File: config.mk
export PLATFORM = sky130hd
export DESIGN_NAME = program_memory
export DESIGN_NICKNAME = d
export VERILOG_FILES = /design/src/rtl/program_memory_pkg.sv /design/src/rtl/program_ram.sv /design/src/rtl/program_memory.sv
export SDC_FILE = /design/constraint.sdc
export NUM_CORES = 1
export LEC_CHECK = 0
export BUFFER_PORTS_ARGS = -buffer_cell sky130_fd_sc_hd__buf_2
export CAP_MARGIN = 20
export CORE_UTILIZATION = 63
export DETAILED_ROUTE_END_ITERATION = 8
export HOLD_SLACK_MARGIN = 0.15
export PLACE_DENSITY = 0.82
export RECOVER_POWER = 100
export SETUP_SLACK_MARGIN = 0.3
export SLEW_MARGIN = 20
export SYNTH_ARGS = -nofsm -noshare
export SYNTH_HDL_FRONTEND = slang
export SYNTH_SLANG_ARGS = --single-unit
File: constraint.sdc
create_clock -name clk -period 9.4 [get_ports clk]
set_input_delay 0 -clock clk [delete_from_list [all_inputs] [get_ports clk]]
set_output_delay 0 -clock clk [all_outputs]
set_load 0.03 [all_outputs]
File: src/rtl/program_memory_pkg.sv
// Shared processor definitions for the instruction store: FSM states and the default
// filler word returned for dropped fetches.
package program_memory_pkg;

    typedef enum logic {
        ST_RUN  = 1'b0,
        ST_LOAD = 1'b1
    } pm_state_e;

    // ADD reg0,reg0,reg0 encodes as all zeros
    localparam logic [31:0] PM_NOP_WORD = 32'h0000_0000;

endpackage

File: src/rtl/program_ram.sv
// 1-write/1-read synchronous RAM holding the program image; no reset on the array.
module program_ram #(
    parameter int ADDR_W = 5,
    parameter int DATA_W = 32
) (
    input  logic              clk,
    input  logic              we,
    input  logic [ADDR_W-1:0] waddr,
    input  logic [DATA_W-1:0] wdata,
    input  logic              re,
    input  logic [ADDR_W-1:0] raddr,
    output logic [DATA_W-1:0] rdata
);

    localparam int DEPTH = 2 ** ADDR_W;

    logic [DATA_W-1:0] mem [DEPTH];

    always_ff @(posedge clk) begin
        if (we) mem[waddr] <= wdata;
    end

    // Read data only moves on an accepted read, so it holds between fetches
    always_ff @(posedge clk) begin
        if (re) rdata <= mem[raddr];
    end

endmodule

File: src/rtl/program_memory.sv
// Instruction memory with a RUN/LOAD controller: fetches are served at latency 1 in RUN,
// replaced by NOP_WORD while a program load is in progress.
module program_memory
    import program_memory_pkg::*;
#(
    parameter int                ADDR_W   = 5,
    parameter int                DATA_W   = 32,
    parameter logic [DATA_W-1:0] NOP_WORD = DATA_W'(PM_NOP_WORD)
) (
    input  logic              clk,
    input  logic              rst_n,
    input  logic              fetch_req,
    input  logic [ADDR_W-1:0] fetch_addr,
    output logic              fetch_valid,
    output logic [DATA_W-1:0] fetch_instr,
    input  logic              load_start,
    input  logic              load_valid,
    input  logic              load_last,
    input  logic [DATA_W-1:0] load_data,
    output logic              load_ready,
    output logic              load_done,
    output logic [ADDR_W:0]   load_count,
    output logic              busy
);

    localparam int DEPTH = 2 ** ADDR_W;

    pm_state_e         state, state_nx;
    logic [ADDR_W-1:0] wptr, wptr_nx;
    logic [ADDR_W:0]   count_nx;
    logic              done_nx;
    logic              we;
    logic              re;
    logic              out_nop, out_nop_nx;
    logic [DATA_W-1:0] ram_rdata;

    program_ram #(
        .ADDR_W (ADDR_W),
        .DATA_W (DATA_W)
    ) u_ram (
        .clk   (clk),
        .we    (we),
        .waddr (wptr),
        .wdata (load_data),
        .re    (re),
        .raddr (fetch_addr),
        .rdata (ram_rdata)
    );

    always_ff @(posedge clk or negedge rst_n) begin
        if (!rst_n) begin
            state       <= ST_RUN;
            wptr        <= '0;
            load_done   <= 1'b0;
            load_count  <= '0;
            fetch_valid <= 1'b0;
            out_nop     <= 1'b1;
        end else begin
            state       <= state_nx;
            wptr        <= wptr_nx;
            load_done   <= done_nx;
            load_count  <= count_nx;
            fetch_valid <= fetch_req;
            out_nop     <= out_nop_nx;
        end
    end

    always_comb begin
        state_nx = state;
        wptr_nx  = wptr;
        done_nx  = 1'b0;
        count_nx = load_count;
        we       = 1'b0;
        case (state)
            ST_RUN: begin
                if (load_start) begin
                    state_nx = ST_LOAD;
                    wptr_nx  = '0;
                end
            end
            ST_LOAD: begin
                // A restart wins over a same-cycle write
                if (load_start) begin
                    wptr_nx = '0;
                end else if (load_valid) begin
                    we      = 1'b1;
                    wptr_nx = wptr + 1'b1;
                    if (load_last || (&wptr)) begin
                        state_nx = ST_RUN;
                        done_nx  = 1'b1;
                        count_nx = {1'b0, wptr} + 1'b1;
                    end
                end
            end
            default: state_nx = ST_RUN;
        endcase
    end

    // Fetches that collide with a load are answered with NOP_WORD instead of stalling
    always_comb begin
        re         = fetch_req && (state == ST_RUN) && !load_start;
        out_nop_nx = out_nop;
        if (fetch_req) out_nop_nx = !re;
    end

    assign fetch_instr = out_nop ? NOP_WORD : ram_rdata;
    assign load_ready  = (state == ST_LOAD);
    assign busy        = (state != ST_RUN);

endmodule

# Yosys cells after proc, flatten, opt, wreduce, memory -nomap -nowiden
# Memories as Yosys holds them, arrays and structs flattened. A register that Yosys moved wholly into a read port is not among the register bits.
# Index checks and enable logic that the tools add are counted.
[op_classes]
reduce_logical = 8
mux = 19
n_eq_ne = 2
bitwise = 2
addsub = 2
[op_table]
columns = ["operator", "n"]
rows = [
  ["32-bit 2-to-1 mux", 1],
  ["5-bit 2-to-1 mux", 3],
  ["1-bit 2-to-1 mux", 13],
  ["5-bit one-hot mux with 2 select lines", 1],
  ["5-bit by 1-bit adder with 6-bit output (second input constant)", 1],
  ["5-bit by 1-bit adder with 5-bit output (second input constant)", 1],
  ["5-bit AND reduction", 1],
  ["4-bit AND reduction", 1],
  ["3-bit != test (second input constant)", 1],
  ["1-bit logical AND", 2],
  ["1-bit zero test", 2],
  ["2-bit != test (second input constant)", 1],
  ["1-bit inverter", 2],
  ["1-bit one-hot mux with 2 select lines", 1],
  ["2-bit AND reduction", 1],
  ["1-bit logical OR", 1],
]
[word_totals]
n_memories = 1
ram_bits = 1024
output_inout_bits = 42
inputBits = 43
register_bits = 15
elab_cells = 40
[mem_list]
columns = ["name", "depth", "width", "read_ports", "rd_ports_with_merged_regs", "wr", "line", "text"]
rows = [
  ["u_ram.mem", 32, 32, 1, 1, 1, "program_ram.sv:17", "logic [DATA_W-1:0] mem [DEPTH];"],
]

# Depth between registers and ports, before layout
# Gate-level depths: netlist of the first run.
[logic_depth]
ltp_word = 6
ltp_mapped = 8
mapped_depth_nobuf = 7

# Modules after synthesis
# A second synthesis of the first run with hierarchy kept.
[hier_totals]
cells_unflattened = 2350
area_unflattened_um2 = 41673.7
[by_module_without_submodules]
columns = ["mod", "n_inst", "cells_per_inst", "seq_area_each_um2", "area_each_um2"]
rows = [
  ["program_ram", 1, 2260, 31710.4, 40805.4],
  ["program_memory", 1, 90, 376.6, 868.3],
]

# Least setup slack after synthesis of the first run
# No wires, ideal clock.
[synth_timing]
path_kind = "register to register"
startpoint = "register state (netlist: busy)"
endpoint = "register u_ram.rdata[0] (read register of u_ram.mem), enable pin"
required_ns = 8.930
t_arrival_ns = 3.032
synth_period_minus_slack_ns = 3.502
stages_incl_launch_ff = 2
setup_ns = 0.470
n_path_buf = 0
setup_slack_ns = 5.898
path_cell_list = "dfrtp_1 > nor3b_1"
[synth_via]
elab_chain_cells = 3
[synth_rtl]
columns = ["element", "line", "text"]
rows = [
  ["start, declared", "program_memory.sv:28", "pm_state_e state, state_nx;"],
  ["start signal, assigned", "program_memory.sv:59", "state <= state_nx;"],
  ["1-bit inverter", "--", ""],
  ["1-bit logical AND (2 in series)", "program_memory.sv:101", "re = fetch_req && (state == ST_RUN) && !load_start;"],
  ["via re", "program_memory.sv:33", "logic re;"],
  ["end, declared", "program_ram.sv:12", "output logic [DATA_W-1:0] rdata"],
]
# The timed path passes the listed nets, and every way through them passes these cells.
# A chain may end at the register's enable or synchronous reset.

==> qor.csv, run 1 <==
metric;value;unit
status;finished with violations;
violations;capacitance limit, slew limit;
port-buffer-count;84;
vdd_drop_max;146;uV
hp-class;in2reg;
cp.required;9770;ps
grt_use_total;31.4;%
drive_above_1_share;6.78;%
crit_arrival;6790;ps
leakage;15.9;nW
antenna_found_initial;2;
clk_transition_reported_paths;60;ps
ios;85;
cts_root_buffer;clkbuf_16;
grt_pass1_vias;23100;
finalCritPeriodShare;68.3;%
die_h;259;um
start_util;64.2;%
route.detailed.drc;0;
ys.warnings.count;0;
core;0.0649;mm2
syn2layout_area_growth;10.8;%
synth_edf_count;1056;
finalCriticalPeriod;6420;ps
finalHoldViolCount;0;
place_congestion;0.816;
setup_ws;2980;ps
htree_num_levels;3;
grt_max_degree;141;
worstPathCellList;dlygate4sd3_1 -> buf_2 -> nor2_1 -> clkbuf_1 -> buf_4 -> a22o_1 -> nor3_1 -> a31oi_1 -> nand3_1;
die_area;0.0672;mm2
place_area;0.0431;mm2
clk_latency;650;ps
cts_buffers;99;
row_count;93;
overflow;0;
grt_first_pass_wirelength;150000;um
synth.avg_cell_area;17.6;um2
synthArstFlopShare;1.40;%
synth_ff_type;edfxtp_1;
setup_violations;0;
n_antenna_cell;0;
hold_buffers;42;
post_cts_resized;0;
cts.sinks;1071;
relSlewSlack;-139;%
dp_slack;5920;ps
synth_seq_area_share;77.0;%
num_vias;23200;
cts_setup_buffers;0;
startpoint_type;primary input;
drtPass1Iterations;6;
slew_viol_final;1147;
cts_buffer_depth;3;
die_w;259;um
crit_family;buffers and inverters;
syn_area;0.0417;mm2
fin_setup_tns;0;ps
drt-vias-per-instance;6.76;
drt-wirelength-per-cell;30.6;um
wirelength;105000;um
syn_nets;2413;
skew;26.0;ps
crit_buf_inv;4;
nNetsFinal;2555;
multi_input_area;0.00889;mm2
fmax;0.156;GHz
postSynthCellCount;2365;
cts_tree;yes;
cp-end-kind;flip-flop;
synth_cell_types;36;
power.total;9.60;mW
cpPeakStageDelay;2570;ps
ant_nets;0;
regArea;0.0321;mm2
hpwlAfterDp;50500;um
postLayoutCellArea;0.0462;mm2
rsz0062_at_grt;false;
tightest_slew;3580;ps
worst-path-max-fanout;52;
cap_viol_max_count;47;
crit_type;in2reg;
yosys_register_bits;1071;
fillCellCount;3823;
cp_slowest_cell;clkbuf_1;
power_density;208;mW/mm2
drtIter0Drc;3110;
==> sequential cells by signal (all words and copies together), names as in the netlist <==
| register | cells |
|---|---|
| load_done | 1 |
| load_count | 6 |
| wptr | 5 |
| out_nop | 1 |
| busy | 1 |
| u_ram.mem | 1024 |
| u_ram.rdata | 32 |
| fetch_valid | 1 |
==> metal layers <==
layer / GRT usage (%) / up-vias / wire length, um
met4: 15.1 / 4 / 5280
met3: 7.80 / 348 / 12600
li1: - / 9615 / -
met2: 50.3 / 1717 / 49700
met1: 40.7 / 11600 / 37500
met5: 0 / - / 25
==> kinds of logic after synthesis <==
| family | after synthesis | share of synthesized area [%] |
|---|---|---|
| flops | 1071 | 77.0 |
| compound gates | 299 | 4.85 |
| fa+ha+maj | 5 | 0.150 |
| buf+inv | 138 | 1.93 |
| xor+xnor | 4 | 0.0841 |
| mux | 512 | 12.3 |
| simple gates | 336 | 3.72 |
==> cell usage after synthesis, types with 14 or more instances <==
cell      number  area share, %
edfxtp_1    1056             76
mux2i_1      512             12
nand2_1      117            1.1
nand3_1      101            1.2
a21oi_1       99            1.2
a22oi_1       96            1.7
a22o_1        64            1.3
clkbuf_1      46           0.41
nor2_1        39           0.35
buf_2         36           0.43
nor2b_1       34           0.51
a31oi_1       32           0.48
buf_4         32           0.58
nor3_1        32           0.38
buf_6         15           0.41
dfrtp_1       14           0.84
==> stage by stage <==
| stage | hold WS [ps] | cells | utilization [%] |
|---|---|---|---|
| after detailed placement | -82.4 | 3219 | 66.3 |
| after CTS | 157 | 3438 | 71.7 |
| after global routing | 175 | 3438 | 71.1 |
| final | 162 | 3438 | 71.1 |
| after floorplan | -296 | 2365 | - |
| after global placement | -95.7 | 3219 | 66.3 |
==> path summary, 6_finish.rpt <==
| path | start | cells after the start | slack, ps | to |
|---|---|---|---|---|
| worst max-delay path | fetch_addr[2] | 9 | 2980 | u_ram.rdata[12] |
| worst min-delay path | load_start | 3 | 160 | wptr[0] |
| max in group asynchronous | rst_n | 3 | 8420 | wptr[4] |
| worst min register to register | load_count[0] | 2 | 510 | load_count[0] |
| worst max register to register | busy | 5 | 4080 | u_ram.mem[25][8] |
| min in group asynchronous | rst_n | 3 | 520 | load_count[3] |
==> final cells by class <==
| cell class | count | area share [%] |
|---|---|---|
| Clock buffer | 114 | 5.53 |
| Tap cell | 855 | 2.32 |
| Timing Repair Buffer | 176 | 2.23 |
| Sequential cell | 1071 | 69.5 |
| Inverter | 3 | 0.0244 |
| Clock inverter | 63 | 1.14 |
| Multi-Input combinational cell | 1156 | 19.3 |
==> worst min-delay path, stage by stage <==
cell and delay (ps):
dlygate4sd3_1 510, buf_2 180, nor2_1 60
==> power by group <==
group	internal [mW]	total (mW)	switching, mW
combinational	0.147	0.456	0.308
clock	2.18	3.86	1.68
sequential	5.28	5.29	0.0137
total	7.60	9.60	2.00
==> layout by cell type, fill, tap and decap left out, types with 2 or more instances in the layout <==
cell type	n
nand3_1	101
a21oi_1	99
clkinv_1	30
a22o_1	64
dlygate4sd3_1	42
or3_1	2
clkinv_2	19
buf_12	2
nor2_4	10
clkbuf_1	123
nor2b_1	32
nor3_1	32
bufinv_16	9
xnor2_1	2
buf_4	14
nand2b_2	2
clkinvlp_4	3
edfxtp_1	1056
nor2_1	30
dfrtp_1	14
a31oi_1	32
nand3b_1	3
a22oi_1	96
mux2i_1	512
nor2b_4	2
inv_1	3
xor2_1	2
clkbuf_16	100
nand2_1	117
o21ai_0	6
buf_2	8
ha_1	5
Note: power is estimated with default switching activity, not from simulation.
==> run 2, diff against run 1 <==
- CORE_UTILIZATION: 63 -> 62
- PLACE_DENSITY: 0.82 -> 0.81
- clock period: 9.4 -> 6.1 ns (I/O delays scaled with it)
==> run 2 against run 1 <==
Against the previous run:
- the flow finishes with violations (DRC, capacitance limit, slew limit)
- cell count increased by 0.23%
- critical endpoint is now u_ram.rdata[4]
- sequential power increased by 54%
- largest power group unchanged
- largest cell class unchanged
- first-iteration DRC count decreased by 14%
==> qor.csv, run 2 (synthesized netlist as in run 1, its figures left out) <==
metric;value;unit
cp.required;6630;ps
seqPwrFrac;53.6;%
grt_pass1_vias;22500;
largest_reg_flops;1024;
overflow;0;
largestRegisters;u_ram.mem x1024, u_ram.rdata x32, load_count x6;
regMostFlops;u_ram.mem;
status;finished with violations;
cts_tree;yes;
final_cell_mix;edfxtp_1 (1056), mux2i_1 (512), clkbuf_1 (130);
fin_setup_tns;0;ps
p_clk_share;41.5;%
hp-class;in2reg;
worst-path-max-fanout;94;
power.total;15.2;mW
cap_viol_max_count;65;
multi_input_area;0.00884;mm2
drtPass1Iterations;9;
cts.sinks;1071;
core;0.0661;mm2
cts_setup_buffers;0;
cp-end-kind;flip-flop;
start_util;63.1;%
slew_viol_final;1852;
startpoint_type;primary input;
skew;44.8;ps
nNetsFinal;2550;
leakage;16.0;nW
postLayoutCellArea;0.0464;mm2
post_cts_resized;0;
p_comb_share;4.9;%
final_common_cell;edfxtp_1;
holdWs;161;ps
relSlewSlack;-132;%
grt_use_total;29.0;%
die_h;261;um
vdd_drop_max;249;uV
wirelength;99400;um
p_int;12.0;mW
place_congestion;0.857;
finalCritPeriodShare;75.9;%
row_count;94;
violations;DRC, capacitance limit, slew limit;
htree_num_levels;3;
port-buffer-count;84;
fmax;0.216;GHz
die_area;0.0683;mm2
clk_transition_reported_paths;60;ps
fillCellCount;4001;
drtIter0Drc;2663;
crit_arrival;5160;ps
grt_first_pass_wirelength;143000;um
tightest_slew;3480;ps
drt-vias-per-instance;6.57;
setup_violations;0;
power_density;328;mW/mm2
hpwlAfterDp;54000;um
num_vias;22600;
crit_type;in2reg;
ant_nets;0;
antenna_found_initial;5;
cts_buffers;100;
route.detailed.drc;3;
drive_above_1_share;6.94;%
rsz0062_at_grt;false;
finalHoldViolCount;0;
regArea;0.0321;mm2
clk_latency;690;ps
syn2layout_area_growth;11.2;%
cts_root_buffer;clkbuf_16;
place_area;0.0431;mm2
die_w;261;um
finalCriticalPeriod;4630;ps
cts_buffer_depth;3;
grt_max_degree;129;
power.share.switching;20.8;%
ios;85;
drt-wirelength-per-cell;28.8;um
p_sw;3.16;mW
## run 2: cell types whose count changed in the layout (fill, tap and decap cells not counted), moves of 4 or more
cell,change
clkbuf_1,+7
bufinv_16,+5
nor2_1,+7
clkinv_1,-20
buf_12,+4
buf_4,-6
nor2_4,-7
## run 2: area by class of cell
cell class | instances | area share [%]
antenna | 1 | 0.00540
sequential | 1071 | 69.2
clock buffer | 130 | 5.73
tap | 864 | 2.33
timing repair buffer | 170 | 2.26
clock inverter | 51 | 1.39
inverter | 3 | 0.0243
multi-input combinational | 1156 | 19.1
## run 2: worst paths after layout
| check | start | to | slack, ps | depth (start not counted) |
|---|---|---|---|---|
| max | fetch_addr[1] | u_ram.rdata[4] | 1470 | 7 |
| min | load_start | wptr[0] | 160 | 3 |
| max reg2reg | busy | u_ram.mem[25][9] | 1580 | 5 |
| min reg2reg | load_count[1] | load_count[1] | 490 | 2 |
| max in group asynchronous | rst_n | load_count[4] | 5180 | 3 |
| min in group asynchronous | rst_n | load_count[2] | 480 | 3 |
## run 2: per-layer routing
layer  wire, um  vias up  share of wire [%]  track usage (%)
met3      10100      230                 10             6.03
li1           -     9580                  -                -
met2      48600     1368                 49             46.9
met4       4190        8                4.2             13.6
met5         58        -              0.058                0
met1      36400    11500                 37             38.2
## run 2: worst max-delay path, stage by stage
cell and delay [ps]:
clkbuf_2 2320, clkbuf_1 1080, mux2i_1 230, a22o_1 280, nor3_1 770, a31oi_1 190
nand3_1 130
## run 2: repair_timing
action	CTS	global route
endpoints found under the hold margin	1063	0
hold buffers	43	0
endpoints found under the setup margin	0	0
## run 2: power groups by stage
stage	sequential, mW	clock, mW	combinational [mW]
6_report	8.15	6.30	0.749
4_1_cts	8.14	6.33	0.740
2_1_floorplan	8.30	0	0.421
3_3_place_gp	8.30	0	0.688
3_5_place_dp	8.30	0	0.711
5_1_grt	8.15	6.63	0.785
## run 2: per-stage QoR
step | util (%) | std cells | setup WS (ps)
floorplan | - | 2365 | 2600
global placement | 65.0 | 3203 | 3200
detailed placement | 65.2 | 3208 | 3110
CTS | 70.8 | 3432 | 3080
global route | 70.2 | 3445 | 1470
finish | 70.2 | 3446 | 1470
